**config.mk**
```make
export PLATFORM = sky130hd
export DESIGN_NAME = ntt_ctrl
export DESIGN_NICKNAME = d
export VERILOG_FILES = /design/src/rtl/ntt_ctrl.sv
export SDC_FILE = /design/constraint.sdc
export NUM_CORES = 1
export LEC_CHECK = 0
export ABC_CLOCK_PERIOD_IN_PS = 4100
export CAP_MARGIN = 40
export CORE_AREA = 2 2 111 113
export DETAILED_ROUTE_END_ITERATION = 12
export DIE_AREA = 0 0 113 115
export PLACE_DENSITY = 0.79
export SYNTH_ARGS = -nofsm -noshare
export SYNTH_HDL_FRONTEND = slang
export SYNTH_SLANG_ARGS = --single-unit
```
**constraint.sdc**
```tcl
create_clock -name clk_i -period 4.1 [get_ports clk_i]
set_input_delay 0.41 -clock clk_i [delete_from_list [all_inputs] [get_ports clk_i]]
set_output_delay 0.41 -clock clk_i [all_outputs]
set_load 0.01 [all_outputs]
```
**src/rtl/ntt_ctrl.sv**
```systemverilog
// NTT/INTT layer sequencer: issues butterfly reads and twiddle indices, and
// replays them as write-backs LAT cycles later. Optional cycle counter: NTT_CTRL_PERF_CNT_EN.
module ntt_ctrl #(
    parameter int unsigned LAT = 6
) (
    input  logic        clk_i,
    input  logic        rst_i,
    input  logic        start_i,
    input  logic [1:0]  mode_i,
    output logic        busy_o,
    output logic        done_o,
    output logic        rd_en_o,
    output logic [7:0]  rd_addr_a_o,
    output logic [7:0]  rd_addr_b_o,
    output logic [6:0]  zeta_idx_o,
    output logic [1:0]  bf_mode_o,
    output logic        wr_en_o,
    output logic [7:0]  wr_addr_a_o,
    output logic [7:0]  wr_addr_b_o
`ifdef NTT_CTRL_PERF_CNT_EN
    ,
    output logic [11:0] cycle_cnt_o
`endif
);

    localparam int unsigned DrainW = (LAT > 1) ? $clog2(LAT) : 1;

    typedef enum logic [1:0] {StIdle, StIssue, StDrain, StFinish} state_e;

    state_e              state_q, state_d;
    logic [1:0]          mode_q, mode_d;
    logic [2:0]          layer_q, layer_d;
    logic [6:0]          bf_cnt_q, bf_cnt_d;
    logic [DrainW-1:0]   drain_q, drain_d;
    logic [7:0]          addr_q, addr_d;
    logic [7:0]          len_q, len_d;
    logic [6:0]          zeta_q, zeta_d;

    logic [LAT-1:0]      pipe_vld_q;
    logic [7:0]          pipe_a_q [LAT];
    logic [7:0]          pipe_b_q [LAT];

    logic                accept;
    logic [7:0]          addr_inc;
    logic [6:0]          zeta_step;

    assign accept    = (state_q == StIdle) && start_i && !mode_i[1];
    assign addr_inc  = addr_q + 8'd1;
    assign zeta_step = mode_q[0] ? (zeta_q - 7'd1) : (zeta_q + 7'd1);

    always_comb begin
        state_d  = state_q;
        mode_d   = mode_q;
        layer_d  = layer_q;
        bf_cnt_d = bf_cnt_q;
        drain_d  = drain_q;
        addr_d   = addr_q;
        len_d    = len_q;
        zeta_d   = zeta_q;
        unique case (state_q)
            StIdle: begin
                if (accept) begin
                    state_d  = StIssue;
                    mode_d   = mode_i;
                    layer_d  = 3'd0;
                    bf_cnt_d = 7'd0;
                    addr_d   = 8'd0;
                    len_d    = mode_i[0] ? 8'd2 : 8'd128;
                    zeta_d   = mode_i[0] ? 7'd127 : 7'd1;
                end
            end
            StIssue: begin
                if (bf_cnt_q == 7'd127) begin
                    state_d = StDrain;
                    drain_d = '0;
                end else begin
                    bf_cnt_d = bf_cnt_q + 7'd1;
                    // Crossing into the next group skips the upper half already covered by j+len.
                    if ((addr_inc & (len_q - 8'd1)) == 8'd0) begin
                        addr_d = addr_inc + len_q;
                        zeta_d = zeta_step;
                    end else begin
                        addr_d = addr_inc;
                    end
                end
            end
            StDrain: begin
                if (drain_q == DrainW'(LAT - 1)) begin
                    if (layer_q == 3'd6) begin
                        state_d = StFinish;
                    end else begin
                        state_d  = StIssue;
                        layer_d  = layer_q + 3'd1;
                        bf_cnt_d = 7'd0;
                        addr_d   = 8'd0;
                        len_d    = mode_q[0] ? (len_q << 1) : (len_q >> 1);
                        zeta_d   = zeta_step;
                    end
                end else begin
                    drain_d = drain_q + DrainW'(1);
                end
            end
            StFinish: begin
                state_d = StIdle;
            end
            default: begin
                state_d = StIdle;
            end
        endcase
    end

    always_ff @(posedge clk_i) begin
        if (rst_i) begin
            state_q  <= StIdle;
            mode_q   <= 2'd0;
            layer_q  <= 3'd0;
            bf_cnt_q <= 7'd0;
            drain_q  <= '0;
            addr_q   <= 8'd0;
            len_q    <= 8'd0;
            zeta_q   <= 7'd0;
        end else begin
            state_q  <= state_d;
            mode_q   <= mode_d;
            layer_q  <= layer_d;
            bf_cnt_q <= bf_cnt_d;
            drain_q  <= drain_d;
            addr_q   <= addr_d;
            len_q    <= len_d;
            zeta_q   <= zeta_d;
        end
    end

    // Write-back delay line; reset drops in-flight reads so an abort never writes.
    always_ff @(posedge clk_i) begin
        if (rst_i) begin
            pipe_vld_q <= '0;
            for (int i = 0; i < LAT; i++) begin
                pipe_a_q[i] <= 8'd0;
                pipe_b_q[i] <= 8'd0;
            end
        end else begin
            pipe_vld_q[0] <= rd_en_o;
            pipe_a_q[0]   <= rd_addr_a_o;
            pipe_b_q[0]   <= rd_addr_b_o;
            for (int i = 1; i < LAT; i++) begin
                pipe_vld_q[i] <= pipe_vld_q[i-1];
                pipe_a_q[i]   <= pipe_a_q[i-1];
                pipe_b_q[i]   <= pipe_b_q[i-1];
            end
        end
    end

    assign busy_o      = (state_q != StIdle);
    assign done_o      = (state_q == StFinish);
    assign rd_en_o     = (state_q == StIssue);
    assign rd_addr_a_o = addr_q;
    assign rd_addr_b_o = addr_q + len_q;
    assign zeta_idx_o  = zeta_q;
    assign bf_mode_o   = mode_q;
    assign wr_en_o     = pipe_vld_q[LAT-1];
    assign wr_addr_a_o = pipe_a_q[LAT-1];
    assign wr_addr_b_o = pipe_b_q[LAT-1];

`ifdef NTT_CTRL_PERF_CNT_EN
    logic [11:0] cycle_cnt_q;

    always_ff @(posedge clk_i) begin
        if (rst_i) begin
            cycle_cnt_q <= 12'd0;
        end else if (accept) begin
            cycle_cnt_q <= 12'd0;
        end else if (busy_o) begin
            cycle_cnt_q <= cycle_cnt_q + 12'd1;
        end
    end

    assign cycle_cnt_o = cycle_cnt_q;
`endif

endmodule
```
==> metrics.txt <==
status finished with violations; failing checks DRC; Post-Syn Area 5740 um^2; Clock Tree Buf Depth 2; HP Start pipe_a_q[2][3]; clk sinks between 100 and 150; grt met3 use 0.0448; initial antenna violation count 0; syn avg cell area 9.96 um^2; Initial DRC Count 248; io pins 50; Yosys top cell area share 0.496; vias in the first global route about 4000; Sw Ratio 0.298; initial core utilization 0.486; Commonest cells post-synth dfxtp_1 (142), nor2b_1 (106), nor2_1 (41), ha_1 (32), a21oi_1 (27); hpwl dp slightly below 7 mm; worst slew pin tran 0.747 ns; Slew headroom 0.501; M1 GR Usage 0.202; GPL Wtd Cong 0.894; via-per-instance ratio 5.07; pwr dens between 500 and 600 nW/um^2; synth unique cells 55; crit path capture type output pin; pin count of the biggest net entering global routing 74; DRT Pass-1 Iters 9; R2R depth 9; Max Slew Vio Count 0; maximum clock frequency about 300 MHz; combinational power share 0.217; LEAKAGE 2.79 nW; total design power 3.81 mW; wire length per cell 13.2 um; Switching Power approximately 1.1 mW; Synth area leaders dfxtp_1 (50%), nor2b_1 (12%), ha_1 (7.0%); core box area 11800 um^2; Hold WS 0.430 ns; Clock Latency Late Sink 0.40 ns; post-route antenna net violation count 0; Primary FF master, synth dfxtp_1; most common cell in the netlist dfxtp_1; CTS clk-pin slew, worst paths 0.06 ns; Post-synth EDFFs 0; fin area just under 7000 um^2; setup slack, reg-to-reg approximately 1.1 ns; internal power 2.67 mW; worst vdd ir 0.250 mV; clk_skew 0.00749 ns; final hold vios 0; number of H-tree levels 4; gr busiest metal met2; CTS tree done; die area 13000 um^2; non-filler instance count after layout approximately 800; GRT Total Usage 0.173; critical path startpoint category flop; PortBufs 49; hold depth 1; Worst Hold Class flop to flop; YS warnings 0; Overflow after GRT 0; Remaining DRCs 5; Die Y ~120 um; Die X 113 um; total CTS buffers 17; hold buffers post-CTS 0; min cycle time layout 3.35 ns; critical setup path kind flop to output pin; fraction of registers with async set or reset after synthesis 0; first-pass GRT wire length 18.2 mm; # diodes 0; final setup vio count 0; Sequential Power Share 0.402; RR Startpoint len_q[1]; layout cells sized above 1 0.0821; worst flop-to-flop path endpoint zeta_idx_o[1]; met2 Use GR 0.311; final WL 10.3 mm; largest area contributor in the netlist dfxtp_1; Synth Net Count 616; Post-Synthesis Cells about 580; Clk pwr share 0.382; sequential-to-total area share from yosys stat 0.496; Layout Area Growth over Synthesis 19.7%; CTS root buffer clkbuf_16; post-CTS setup buffer count 0; Hold EP pipe_a_q[3][3]; Final period util 0.818; FP Rows 40; total negative setup slack 0 ns; post-CTS resize count 0; CP arrival 2.94 ns; DR vias 3952; crit path max fanout 9; RSZ-0062 raised after global routing no; Worst EP required 3.69 ns; Placed Instances 749; Area after DPL between 6000 and 7000 um^2; Nets 661; Max-cap violations 0; flip-flop and latch count after synthesis between 100 and 150
## worst max path at each step
stage	startpoint	end	slack, ns	depth (start not counted)
after CTS	len_q[1]	rd_addr_b_o[7]	0.74	8
after floorplan	rd_addr_a_o[1]	rd_addr_a_o[7]	1.57	10
final	len_q[1]	rd_addr_b_o[7]	0.75	8
after global routing	rd_addr_a_o[0]	rd_addr_b_o[6]	0.55	10
after global placement	len_q[1]	zeta_idx_o[1]	1.22	9
after detailed placement	len_q[1]	zeta_idx_o[1]	1.16	9
## worst max-delay path, stage by stage (launching register included)
cell and delay, ns:
dfxtp_1 0.47, ha_1 0.29, a21o_1 0.19, a21oi_1 0.25
o21bai_1 0.10, a21oi_1 0.25, o21ai_0 0.18, xnor2_1 0.22
clkdlybuf4s50_1 0.58
## sequential cells by signal, summed over array words and instances, names as in the netlist
signal	count
bf_cnt_q	7
bf_mode_o	2
drain_q	3
layer_q	3
len_q	8
pipe_a_q	48
pipe_b_q	48
pipe_vld_q	6
rd_addr_a_o	8
state_q	2
zeta_idx_o	7
## layer usage
| metal | share of wire | vias up |
|---|---|---|
| li1 | - | 2013 |
| met1 | 0.43 | 1847 |
| met2 | 0.52 | 81 |
| met3 | 0.034 | 11 |
| met4 | 0.012 | 0 |
| met5 | 0 | - |
## layout make-up
class | count | area (um^2)
clock buffers | 19 | 443
clock inverters | 12 | 128
fillers | 972 | 4950
inverters | 26 | 97.6
multi-input cells | 383 | 2670
flip-flops and latches | 142 | 2840
well taps | 147 | 184
repair buffers | 51 | 503
## power groups by stage
stage / Clock, mW / Combinational [mW] / Sequential (mW)
2_1_floorplan: 0 / 0.609 / 1.55
3_3_place_gp: 0 / 0.791 / 1.55
3_5_place_dp: 0 / 0.818 / 1.56
4_1_cts: 1.49 / 0.828 / 1.53
5_1_grt: 1.57 / 0.914 / 1.54
6_report: 1.45 / 0.826 / 1.53
## metrics by stage
step | setup slack (ns) | util
2_1_floorplan | 1.57 | -
3_3_place_gp | 1.22 | 0.533
3_5_place_dp | 1.16 | 0.533
4_1_cts | 0.744 | 0.581
5_1_grt | 0.551 | 0.581
6_report | 0.747 | 0.581
## logic make-up after synthesis
| logic type | Yosys count | share of synthesized area |
|---|---|---|
| XOR/XNOR | 27 | 0.0412 |
| flip-flops | 142 | 0.496 |
| adder cells (fa/ha/maj) | 35 | 0.0803 |
| AO/OA/AOI/OAI | 90 | 0.106 |
| buffers and inverters | 51 | 0.0395 |
| AND/OR/NAND/NOR | 215 | 0.208 |
| multiplexers | 16 | 0.0292 |
## layout by cell type (no fill, tap or decap), types with 4 or more instances in the layout
master / Yosys / final
a211oi_1: 4 / 4
a211oi_2: 4 / 4
a21o_1: 7 / 7
a21oi_1: 27 / 27
a22oi_1: 5 / 5
a31oi_1: 4 / 4
clkbuf_16: 0 / 17
clkdlybuf4s50_1: 0 / 48
clkinv_4: 0 / 4
dfxtp_1: 142 / 142
ha_1: 32 / 32
inv_1: 26 / 26
inv_6: 0 / 4
mux2_2: 6 / 6
mux2i_1: 10 / 10
nand2_1: 19 / 19
nand2b_1: 6 / 6
nand3_1: 8 / 8
nor2_1: 41 / 41
nor2b_1: 106 / 106
nor3_1: 9 / 9
o21a_1: 5 / 5
o21ai_0: 13 / 13
or2_2: 4 / 4
xnor2_1: 14 / 14
xor2_1: 13 / 13
Power figures use the tool's default switching activity.
